File: src/rtl/delay_pipe_if.sv
// Word-stream interface for delay_pipe: the input word with its qualifier, and
// the delayed word with its qualifier.
interface delay_pipe_if #(
    parameter int WIDTH = 77
);
    logic signed [WIDTH-1:0] in_data;
    logic                    in_valid;
    logic signed [WIDTH-1:0] out_data;
    logic                    out_valid;

    modport master (
        output in_data,
        output in_valid,
        input  out_data,
        input  out_valid
    );

    modport slave (
        input  in_data,
        input  in_valid,
        output out_data,
        output out_valid
    );
endinterface

File: src/rtl/delay_pipe.sv
// Stallable delay line for signed fixed-point words with valid tracking.
// The delay can be changed at run time; there is also a synchronous flush and a count of valid words held.
module delay_pipe #(
    parameter int FRAC_BITS = 16,
    parameter int INT_BITS  = 22,
    parameter int WIDTH     = 2*(FRAC_BITS+INT_BITS)+1,
    parameter int DEPTH     = 8,
    parameter int SEL_W     = $clog2(DEPTH+1),
    parameter int CNT_W     = $clog2(DEPTH+1)
) (
    input  logic             clk,
    input  logic             rst_n,
    input  logic             en,
    input  logic             flush,
    input  logic [SEL_W-1:0] dly_sel,
    delay_pipe_if.slave      pipe,
    output logic [CNT_W-1:0] count,
    output logic             sel_err
);

    localparam logic [SEL_W-1:0] DEPTH_SEL = SEL_W'(DEPTH);

    logic signed [WIDTH-1:0] data_q [DEPTH];
    logic signed [WIDTH-1:0] data_d [DEPTH];
    logic [DEPTH-1:0]        vld_q;
    logic [DEPTH-1:0]        vld_d;
    logic [CNT_W-1:0]        count_q;
    logic [CNT_W-1:0]        count_d;
    logic                    sel_err_q;
    logic                    sel_err_d;

    logic [SEL_W-1:0]        tap;
    logic signed [WIDTH-1:0] out_data_c;
    logic                    out_valid_c;

    always_comb begin
        data_d  = data_q;
        vld_d   = vld_q;
        count_d = count_q;
        if (flush) begin
            for (int k = 0; k < DEPTH; k++) begin
                data_d[k] = '0;
            end
            vld_d   = '0;
            count_d = '0;
        end else if (en) begin
            data_d[0] = pipe.in_data;
            vld_d[0]  = pipe.in_valid;
            for (int k = 1; k < DEPTH; k++) begin
                data_d[k] = data_q[k-1];
                vld_d[k]  = vld_q[k-1];
            end
            // Words entering and leaving on the same edge cancel, so count stays within 0..DEPTH.
            count_d = count_q + CNT_W'(pipe.in_valid) - CNT_W'(vld_q[DEPTH-1]);
        end
    end

    always_comb begin
        sel_err_d = sel_err_q | (dly_sel > DEPTH_SEL);
    end

    always_ff @(posedge clk or negedge rst_n) begin
        if (!rst_n) begin
            for (int k = 0; k < DEPTH; k++) begin
                data_q[k] <= '0;
            end
            vld_q     <= '0;
            count_q   <= '0;
            sel_err_q <= 1'b0;
        end else begin
            data_q    <= data_d;
            vld_q     <= vld_d;
            count_q   <= count_d;
            sel_err_q <= sel_err_d;
        end
    end

    // An out-of-range select saturates to the deepest stage rather than wrapping.
    always_comb begin
        tap = (dly_sel > DEPTH_SEL) ? DEPTH_SEL : dly_sel;
    end

    always_comb begin
        out_data_c  = pipe.in_data;
        out_valid_c = pipe.in_valid;
        for (int k = 0; k < DEPTH; k++) begin
            if (tap == SEL_W'(k+1)) begin
                out_data_c  = data_q[k];
                out_valid_c = vld_q[k];
            end
        end
    end

    assign pipe.out_data  = out_data_c;
    assign pipe.out_valid = out_valid_c;
    assign count          = count_q;
    assign sel_err        = sel_err_q;

endmodule

File: src/flat_wrapper.sv
// flat-port wrapper written by rule: the top's interface ports become plain ports
module delay_pipe_flat 
#(
    parameter int FRAC_BITS = 16,
    parameter int INT_BITS  = 22,
    parameter int WIDTH     = 2*(FRAC_BITS+INT_BITS)+1,
    parameter int DEPTH     = 8,
    parameter int SEL_W     = $clog2(DEPTH+1),
    parameter int CNT_W     = $clog2(DEPTH+1)
)
  (clk, rst_n, en, flush, dly_sel, count, sel_err, pipe_in_data, pipe_in_valid, pipe_out_data, pipe_out_valid);
  delay_pipe_if #(.WIDTH(WIDTH)) pipe_i ();
  input  logic clk;
  input  logic rst_n;
  input  logic en;
  input  logic flush;
  input  logic [SEL_W-1:0] dly_sel;
  output logic [CNT_W-1:0] count;
  output logic sel_err;
  input wire logic [$bits(pipe_i.in_data)-1:0] pipe_in_data;
  input wire logic [$bits(pipe_i.in_valid)-1:0] pipe_in_valid;
  output wire logic [$bits(pipe_i.out_data)-1:0] pipe_out_data;
  output wire logic [$bits(pipe_i.out_valid)-1:0] pipe_out_valid;
  assign pipe_i.in_data = pipe_in_data;
  assign pipe_i.in_valid = pipe_in_valid;
  assign pipe_out_data = pipe_i.out_data;
  assign pipe_out_valid = pipe_i.out_valid;
  delay_pipe #(.FRAC_BITS(FRAC_BITS), .INT_BITS(INT_BITS), .WIDTH(WIDTH), .DEPTH(DEPTH), .SEL_W(SEL_W), .CNT_W(CNT_W)) u_core (.clk(clk), .rst_n(rst_n), .en(en), .flush(flush), .dly_sel(dly_sel), .pipe(pipe_i), .count(count), .sel_err(sel_err));
endmodule
File: config.mk
export PLATFORM = sky130hd
export DESIGN_NAME = delay_pipe_flat
export DESIGN_NICKNAME = d
export VERILOG_FILES = /design/src/rtl/delay_pipe_if.sv /design/src/rtl/delay_pipe.sv /design/src/flat_wrapper.sv
export SDC_FILE = /design/constraint.sdc
export NUM_CORES = 1
export LEC_CHECK = 0
export ABC_AREA = 1
export BUFFER_PORTS_ARGS = -buffer_cell sky130_fd_sc_hd__clkbuf_2
export CORE_ASPECT_RATIO = 1.25
export CORE_MARGIN = 2
export CORE_UTILIZATION = 55
export DETAILED_ROUTE_END_ITERATION = 16
export PLACE_DENSITY = 0.77
export SLEW_MARGIN = 20
export SYNTH_ARGS = -nofsm -noshare
export SYNTH_HDL_FRONTEND = slang
export SYNTH_SLANG_ARGS = --single-unit
File: constraint.sdc
create_clock -name clk -period 1.8 [get_ports clk]
set_input_delay 0.09 -clock clk [delete_from_list [all_inputs] [get_ports clk]]
set_output_delay 0.09 -clock clk [all_outputs]
set_load 0.005 [all_outputs]
==> out/summary.md, run 1 <==
The gate count after technology mapping is 3758, and the net switching fraction of the power is 26.9%. By area, the combinational part of the netlist is dominated by compound AO/OA/AOI/OAI gates. Cell internal power was estimated by the tool at 23.7 mW. The slack of the critical path came out at -0.311 ns.

The root buffer cell was sky130_fd_sc_hd__clkbuf_16. After detailed routing, the average wire length per cell comes to 21.9 um. Timing would allow up to 474 MHz. The data arrival time of the critical path was 2.02 ns.

After synthesis, the mean cell area works out to 8.04 um2. The worst register-to-register path ends at u_core.data_q[461]$_DFFE_PN0P_. At the end of routability-driven placement, the weighted congestion stood at 0.885. The floorplan die area is 0.0569 mm2. The H-tree was split into 3 levels.

Slowest cell on the critical path: sky130_fd_sc_hd__dfrtp_1. The tools report the launch point of the worst hold path as flush. The largest incremental delay on the critical path came out at 0.37 ns. The origin of the critical flop-to-flop path was u_core.data_q[538]$_DFFE_PN0P_.

STA classifies the critical path endpoint as a primary output. The run finished, with violations left. The clock latency of the later-clocked register in the worst-skew pair came out at 0.62 ns. The logs give 52.1% for the sequential fraction of the synthesis area and 0.0390 mm2 for the final design instance area without fill.

The count of placed standard cells including taps is 4559. The synthesis warning total was 0; the number of top-level pins was 169. Among the stages of the critical path, the cell type that occurs most often is sky130_fd_sc_hd__nand2_2. Summing the areas of all xor and xnor instances in the mapped netlist gives 0.0869% of the synthesized area.

Global routing used 37.0% of the available tracks. After the first detailed-routing iteration, the DRC count stood at 3560. For this run, design rule violations remaining after detail routing come to 0. The checks that failed: setup timing. After detailed routing, no signal wire sits above met4. Per report_power, the sequential group accounts for 44.7% of the total. The floorplan has 96 rows. Summed over all layers, the routed wires come to 107000 um. After detailed routing, the wire length on met1 is 34200 um.

The hold path endpoint is u_core.vld_q[7]$_DFFE_PN0P_. The tools report the timing startpoint of the critical path as u_core.data_q[575]$_DFFE_PN0P_. The critical path goes through inv_2 > nand4_1 > nand3_1 > nand3_2 > nand3_2 > nand2_2 > nand2_2 > nand2_2 > nand2_2 > nand2_2 > clkbuf_2. The final layout contains 4189 nets. The number of nets in the synthesized netlist is 3849. The final count of negative-setup-slack endpoints is 78. STA classifies the critical path startpoint as a flip-flop. Clock tree buffer depth: 3.

For the final core utilization, the log shows 71.3%. The run gives 0 as the total count of hold-check failures in the final report. The multi-input logic area is 0.0118 mm2.

Max-cap violations in this run came to 0. Summed over all cells, the static leakage comes to 18.1 nW. The worst register-to-register path has a depth of 11.

Buffers inserted during clock tree synthesis total 66. In the detailed route, the total length drawn on met2 is 54100 um. For the number of pins with negative max-slew slack in the final report, the log shows 0. For the pin with the worst max-slew slack, the measured transition is 0.968 ns. Detailed placement ended at an HPWL of 64900 um. In this run the vertical extent of the chip is 266 um. Setup repair after global routing could not meet its margin everywhere. The number of global-route vias before repair is 30000, and the proportion of power drawn by the clock network is 41.8%.

Combinational cells account for 13.5% of the total power. The register area came out at 0.0157 mm2. The count of nets left with antenna violations after detail routing is 0. The worst-case IR drop observed on VDD is 1230 uV. The first global-routing pass estimated 161000 um of wire.

The tools report the placement-stage worst setup slack as -0.262 ns. The portion of netlist area occupied by mux cells was 0%. The post-synthesis share of cell area spent on and, or, nand and nor gates is 12.7%.

Class of the worst hold path: in2reg. Setup total negative slack on the finished layout was measured at -14.22 ns. By startpoint and endpoint, the worst setup path is classified as reg2out.

The mean number of vias per cell is 6.05. The fraction of the mapped netlist area in compound gates works out to 20.2%. Counting distinct cell types in the post-synthesis netlist gives 27.

The analysis attributes to net switching a power of 8.70 mW. After detailed placement, the total cell area comes to 0.0330 mm2. The routed design could run at a clock period as short as 2.11 ns.

The area overhead of the layout relative to synthesis was 28.9%. Along the worst hold path, the cell count comes to 4. The mapped netlist covers 0.0302 mm2. The core region is 0.0547 mm2. The synthesized design contains 629 register bits. The final instance count without filler cells is 4883, and the required time of the critical path is 1.71 ns. For this block, the via count after detailed routing is 29500.

Headroom to the max-slew limit came out at 35.2%. The wire length on met3 was 6530 um. The number of fillers in the final layout is 3868. For this run the aggregate overflow at the end of global routing stands at 0. Across all register-to-register paths, the minimum setup slack is 0.07 ns.

Entering global routing, the biggest net connects 116 pins. Dividing total power by cell area gives a power density of 831 mW/mm2. Clock-pin slew was measured on the worst setup and hold paths at 0.06 ns. The tools report the first-pass detailed-route iteration total as 7. The CTS sink count was 629. Final cycle utilization of the critical path: 117%. For the final database, setup skew stands at 0.0193 ns.

The adder and majority cell fraction of the synthesized area is 0.232%. The initial utilization of the core area, before any placement, comes to 55.3%. The floorplan step set the die width to 214 um. The count of buffers added on input and output ports is 168.

Cells with a size suffix above 1 make up 26.1% of the layout. The initial antenna violation count came out at 3. TritonCTS built the clock tree.

Along the worst path, the maximum fanout reaches 2.
[layout make-up]
cell class,count,area share (%)
Multi-Input combinational cell,1976,30.3
Inverter,869,8.40
Timing Repair Buffer,556,13.1
Tap cell,735,2.36
Sequential cell,629,40.4
Clock inverter,15,0.276
Clock buffer,100,5.09
Antenna cell,3,0.0193
[worst max-delay path: cells and delay by family (launching register included)]
family	cells	cell delay, ns
simple gates	9	0.86
flops	1	0.37
buf+inv	2	0.17
[metal layers]
layer,vias up,track usage (%)
li1,12900,-
met1,14300,37.6
met2,1652,62.7
met3,632,6.93
met4,0,36.2
met5,-,0
[kinds of logic after synthesis]
logic type | count (synthesis)
xor+xnor | 3
buf+inv | 1153
flops | 629
fa+ha+maj | 5
simple gates | 918
compound gates | 1050
[power groups by stage]
stage	registers (mW)	logic, mW	clock network (mW)
2_1_floorplan	14.7	1.73	0
3_3_place_gp	14.7	3.36	0
3_5_place_dp	14.7	3.39	0
4_1_cts	14.4	4.04	13.5
5_1_grt	14.5	4.68	14.1
6_report	14.5	4.38	13.5
[worst max-delay path by stage]
stage                                  end
2_1_floorplan  u_core.count[2]$_DFFE_PN0P_
3_3_place_gp             pipe_out_data[57]
3_5_place_dp             pipe_out_data[57]
4_1_cts                  pipe_out_data[40]
5_1_grt                  pipe_out_data[36]
6_report                 pipe_out_data[36]
[state kept, by name, summed over array words and instances (netlist names)]
register,flops
u_core.vld_q,8
u_core.count,4
u_core.sel_err,1
u_core.data_q,616
[cells in the final DEF, fill, tap and decap left out, drive strengths merged]
| cell | Yosys | routed |
|---|---|---|
| xnor2 | 3 | 3 |
| clkinv | 1 | 12 |
| ha | 4 | 4 |
| nor2 | 16 | 16 |
| diode | 0 | 3 |
| nand4 | 63 | 63 |
| nand2 | 690 | 690 |
| o21ai | 196 | 196 |
| nand3 | 148 | 148 |
| o22ai | 623 | 623 |
| dfrtp | 629 | 629 |
| o21bai | 25 | 25 |
| clkbuf | 209 | 250 |
| bufinv | 0 | 1 |
| dlygate4sd3 | 0 | 86 |
| buf | 75 | 319 |
| inv | 868 | 871 |
| fa | 1 | 1 |
| bufbuf | 0 | 1 |
| a21oi | 206 | 206 |
| or2 | 1 | 1 |
[repair_timing]
| action | CTS | global route |
|---|---|---|
| cloned | 5 | 3 |
| pin swaps | 200 | 187 |
| endpoints found under the hold margin | 710 | 0 |
| gates resized for setup | 448 | 190 |
| hold buffers | 86 | 0 |
| setup endpoints to repair | 78 | 82 |
| buffers inserted | 86 | 36 |
[cells in the mapped netlist, drive strengths merged]
library cell  number  share of area, %
nor2              16              0.26
o21bai            25              0.62
o21ai            196               3.2
buf               75               1.3
dfrtp            629                52
o22ai            623                13
clkinv             1             0.012
nand3            148               2.6
xnor2              3             0.087
clkbuf           209               2.6
inv              868                11
fa                 1             0.066
or2                1             0.021
nand4             63               1.3
ha                 4              0.17
a21oi            206               3.4
nand2            690               8.6
[metrics by stage]
step / total power [mW] / hold WS, ns
final: 32.4 / 0.0255
after global routing: 33.3 / 0.0320
after CTS: 32.0 / 0.0103
after detailed placement: 18.1 / -0.0428
after global placement: 18.0 / -0.0462
after floorplan: 16.4 / -0.206
No activity file was read; power rests on OpenSTA's default activity.
==> inputs of run 2 (changes only) <==
--- a/config.mk
+++ b/config.mk
@@ -5,7 +5,7 @@
 export SDC_FILE = /design/constraint.sdc
 export NUM_CORES = 1
 export LEC_CHECK = 0
-export ABC_AREA = 1
+export ABC_AREA = 0
 export BUFFER_PORTS_ARGS = -buffer_cell sky130_fd_sc_hd__clkbuf_2
 export CORE_ASPECT_RATIO = 1.25
 export CORE_MARGIN = 2
==> run 2 against run 1 <==
  * The run still ends with setup timing left
  * Cell area up 3.5%
  * Core utilization shrank 2.0 points
  * Hold slack lost 0.0051 ns
  * Clock skew is 0.0087 ns higher
  * Clock-buffer cell count is 7 lower
  * Combinational power grew 1%
  * Via count shrank 8.9%
  * Largest power group unchanged
  * Highest routed layer is now met5
==> out/summary.md, run 2 <==
The run finished, with violations left. The checks that failed: setup timing. Root buffer cell: sky130_fd_sc_hd__clkbuf_16. The final cycle utilization of the critical path was 116% (-1.2 points). The number of synthesized register bits was 629 (unchanged). The final design instance area without fill is 0.0403 mm2 (+3.5%). The largest fanout of any net on the critical path is 4 (+2), and the post-place instance area is 0.0352 mm2 (+6.4%). The type of the worst setup path is reg2out. The run gives 26900 (-8.9%) as the routed via count. For the placement-stage worst setup slack, the log shows -0.0320 ns (+0.230 ns).

Sequential fraction of the synthesis area: 48.8% (-3.3 points). The count of placed standard cells including taps is 3903 (-14%). The mean instance size in the synthesized netlist came out at 10.5 um2 (+31%). The aggregate global routing overflow was 0 (unchanged). The synthesized cell area is 0.0323 mm2 (+6.7%), and the tightest hold margin is 0.0204 ns (-0.00506 ns). For the required time of the critical path, the log shows 1.71 ns (about the same).

The shortest period the worst path allows is 2.09 ns (-0.0225 ns). The mean number of vias per cell was 6.29 (+4.1%). The run gives -0.02 ns (-0.09 ns) as the register-to-register setup slack. The count of flip-flops with a built-in enable after synthesis was 0 (unchanged); the post-detailed-route wirelength per cell was 21.7 um (-1.0%). The origin of the critical flop-to-flop path was u_core.vld_q[7]$_DFFE_PN0P_. The logs give 3163 (-18%) for the net count after synthesis and 145000 um (-10%) for the first-pass GRT wire length. The kind of end point of the critical path was a primary output. The tools report the count of nets left with antenna violations after detail routing as 0 (unchanged).

The dominant register cell in the synthesized netlist was sky130_fd_sc_hd__dfrtp_1. The most critical setup path has its endpoint at pipe_out_data[57]. The starting DRC count in detailed routing is 2716 (-24%), and the clock-pin transition on the worst setup and hold timing paths is 0.06 ns (about the same). The number of pins with negative max-slew slack in the final report was 0 (unchanged). By count the netlist is led by sky130_fd_sc_hd__nor2_1, sky130_fd_sc_hd__mux2i_1, sky130_fd_sc_hd__dfrtp_1. The chip height came out at 275 um (+3.3%).

Critical path depth: 4 (-7). The logs give 4273 (-12%) for the final instance count without filler cells and 2.00 ns (-0.02 ns) for the data arrival time of the critical path. The final count of negative-setup-slack endpoints came out at 47 (-40%). The leakage power is 19.9 nW (+9.7%). The maximum number of pins on one net before global-route repair was 81 (-30%); the count of cell types in the netlist was 56 (+110%). The cell taking the most area after synthesis was sky130_fd_sc_hd__dfrtp_1. The number of buffer and inverter instances along the worst setup path is 1 (-1). STA classifies the critical path startpoint as a flip-flop. From synthesis to final layout, the design area changed by 25.0%.

For the CTS sink count, the log shows 629 (unchanged). The fmax was 479 MHz (+1.1%); the number of CTS-inserted buffers was 61 (-7.6%). TritonCTS built the clock tree. For the total DRC errors in the routed layout, the log shows 0 (unchanged). The power density relative to cell area was 794 mW/mm2 (-4.4%); the area share of the largest cell type after synthesis was 48.8% (-3.3 points). The proportion of power drawn by combinational gates is 13.9% (+0.4 points). The run gives 27300 (-8.8%) as the number of global-route vias before repair.

The initial antenna violation count is 8 (+5). The global placement routability congestion is 0.831 (-6.1%), and the number of fillers in the final layout is 4074 (+5.3%). The number of standard-cell rows in the floorplan is 99 (+3.1%), and the worst vdd rail ir drop is 828 uV (-33%). The slack of the critical path was -0.289 ns (+0.0225 ns). The proportion of power drawn by the clock network is 40.8% (-1.0 points), and the largest incremental delay on the critical path is 0.51 ns (+0.14 ns). Counting flops per register, the top entry is u_core.data_q.

The run gives 3072 (-18%) as the gate count after technology mapping. The endpoint identified for the worst register-to-register timing path is u_core.count[3]$_DFFE_PN0P_. The async set-or-reset flop fraction in the synthesized netlist was 100% (unchanged). The actual transition at the worst max-transition pin is 0.566 ns (-0.403 ns), and the area of the core region is 0.0582 mm2 (+6.5%). By area the synthesized netlist is led by sky130_fd_sc_hd__dfrtp_1, sky130_fd_sc_hd__mux2i_1, sky130_fd_sc_hd__nor2_1, sky130_fd_sc_hd__buf_2, sky130_fd_sc_hd__a22oi_1. The sum of negative setup slack came out at -6.53 ns (+7.70 ns).

The width of the chip is 221 um (+3.2%), and the clock tree buffer depth is 3 (unchanged). The tools report the final core utilization as 69.3% (-2.0 points). Worst-case headroom to the max-slew limit: 62.3% (+27 points). The net switching fraction of the power was 26.0% (-0.88 points). The overall power consumption is 32.0 mW (-1.0%). Most common library cell in the layout ignoring fill and taps: sky130_fd_sc_hd__nor2_1. The net total in the final layout was 3553 (-15%).

The effective utilization at floorplan was 55.4% (+0.11 points). The cell with the most instances after synthesis is sky130_fd_sc_hd__nor2_1. The total number of H-tree levels was 2 (-1); the number of top-level pins was 169 (unchanged).

Portion of total power attributed to sequential cells: 45.4% (+0.7 points). The critical path goes through mux4_2 > a22oi_2 > o31ai_4 > clkbuf_2. The proportion of layout cells with a drive suffix above 1 was 24.1% (-2.0 points). The run gives 0.0280 ns (+0.00870 ns) as the worst clock skew.

The largest individual stage delay along the critical path comes from the cell sky130_fd_sc_hd__mux4_2. The tools report the routed wire length as 92700 um (-13%). The timing startpoint of the critical path was u_core.data_q[134]$_DFFE_PN0P_. The global routing usage summed across all routing layers is 29.9% (-7.1 points). The HPWL after detailed placement was 55800 um (-14%); the path depth of the worst reg2reg path was 7 (-4).

The run gives 8.33 mW (-4.3%) as the switching power total. Setup repair after global routing could not meet its margin everywhere. Floorplan die area: 0.0606 mm2 (+6.6%). In this run the worst hold path is classified as in2async.

The clock latency of the later-clocked register in the worst-skew pair was 0.65 ns (+0.03 ns). Leaving out fill and tap cells, the most frequent cells in the layout are sky130_fd_sc_hd__nor2_1, sky130_fd_sc_hd__mux2i_1, sky130_fd_sc_hd__dfrtp_1. The flip-flop count of the largest register, all copies and words added works out to 616 (unchanged). The tools report the number of max-cap violations as 0 (unchanged). The number of buffer cells added on primary ports was 168 (unchanged); the first-pass detailed-route iteration total was 6 (-1).

The family with the most delay on the worst path is multiplexers. The synthesis warning total is 0 (unchanged). The run gives 0 (unchanged) as the total count of hold-check failures in the final report.

For the internal power component, the log shows 23.7 mW (+0.16%).
## run 2: changes by cell type in the layout (fill, tap and decap cells not counted), moves of 63 or more
cell                      before  now
sky130_fd_sc_hd__nor2_1       10  681
sky130_fd_sc_hd__nand2_2     220    2
sky130_fd_sc_hd__mux2i_1       0  679
sky130_fd_sc_hd__inv_1       783    3
sky130_fd_sc_hd__o22ai_1     619   70
sky130_fd_sc_hd__inv_2        82    3
sky130_fd_sc_hd__nand3_2      90    0
sky130_fd_sc_hd__nand2_1     441   45
sky130_fd_sc_hd__a21oi_1     195   28
sky130_fd_sc_hd__o21ai_0     124   22
sky130_fd_sc_hd__nand4_1      63    0
sky130_fd_sc_hd__buf_4       211  274
## run 2: worst register-to-register path, delay by kind of cell (launching register included)
family                   cells  cell delay [ns]
multiplexers                 2             0.55
buffers and inverters        1             0.04
adder cells (fa/ha/maj)      2             0.43
flip-flops                   1             0.41
AO/OA/AOI/OAI                2             0.29
## run 2: how the worst min path moves through the flow
stage / start / cells past startpoint / slack, ns / to
4_1_cts: rst_n / 2 / 0.002 / u_core.data_q[55]$_DFFE_PN0P_
3_5_place_dp: rst_n / 1 / 0.07 / u_core.data_q[55]$_DFFE_PN0P_
5_1_grt: rst_n / 2 / 0.03 / u_core.data_q[129]$_DFFE_PN0P_
3_3_place_gp: rst_n / 1 / 0.07 / u_core.data_q[55]$_DFFE_PN0P_
6_report: rst_n / 2 / 0.02 / u_core.data_q[129]$_DFFE_PN0P_
2_1_floorplan: rst_n / 0 / -0.21 / u_core.count[0]$_DFFE_PN0P_
## run 2: per-layer routing
layer	global-route usage [%]	vias up	share of wire, %
met1	37.9	13700	40
met3	4.70	245	6.1
li1	-	11900	-
met4	13.6	4	4.0
met5	0	-	0.029
met2	50.4	1059	50
## run 2: power groups by stage
| stage | clock network (mW) | logic, mW | registers, mW |
|---|---|---|---|
| floorplan | 0 | 2.27 | 14.7 |
| global placement | 0 | 3.83 | 14.8 |
| detailed placement | 0 | 3.93 | 14.8 |
| CTS | 13.2 | 4.28 | 14.5 |
| global route | 13.8 | 4.73 | 14.5 |
| finish | 13.1 | 4.44 | 14.5 |
## run 2: kinds of logic (layout without fill, tap and decap cells)
group / count (synthesis) / in the layout / share of synthesized area [%]
buffers and inverters: 293 / 730 / 4.08
other: 0 / 7 / 0
DFF: 629 / 629 / 48.8
AOI/OAI and AO/OA: 622 / 622 / 14.5
xor gates and xnor gates: 1 / 1 / 0.0271
adders and majority gates: 5 / 5 / 0.217
and+or+nand+nor: 818 / 818 / 10.4
muxes: 704 / 704 / 22.1
## run 2: repair_timing
action,4_1_cts,5_1_grt
setup buffers,97,56
pin swaps,87,72
cloned,0,1
gates resized for setup,96,122
setup endpoints to repair,72,88
hold buffers,103,0
hold endpoints to repair,774,0
## run 2: final cells by class
cell class              instances  area, um2  area share, %
clock inverters                17        191          0.475
clock buffers                  93       1850           4.58
inverters                       8       31.3         0.0775
repair buffers                612       5390           13.4
multi-input cells            2150      16200           40.1
well taps                     757        947           2.35
diodes                          7       17.5         0.0434
flip-flops and latches        629      15700           39.0
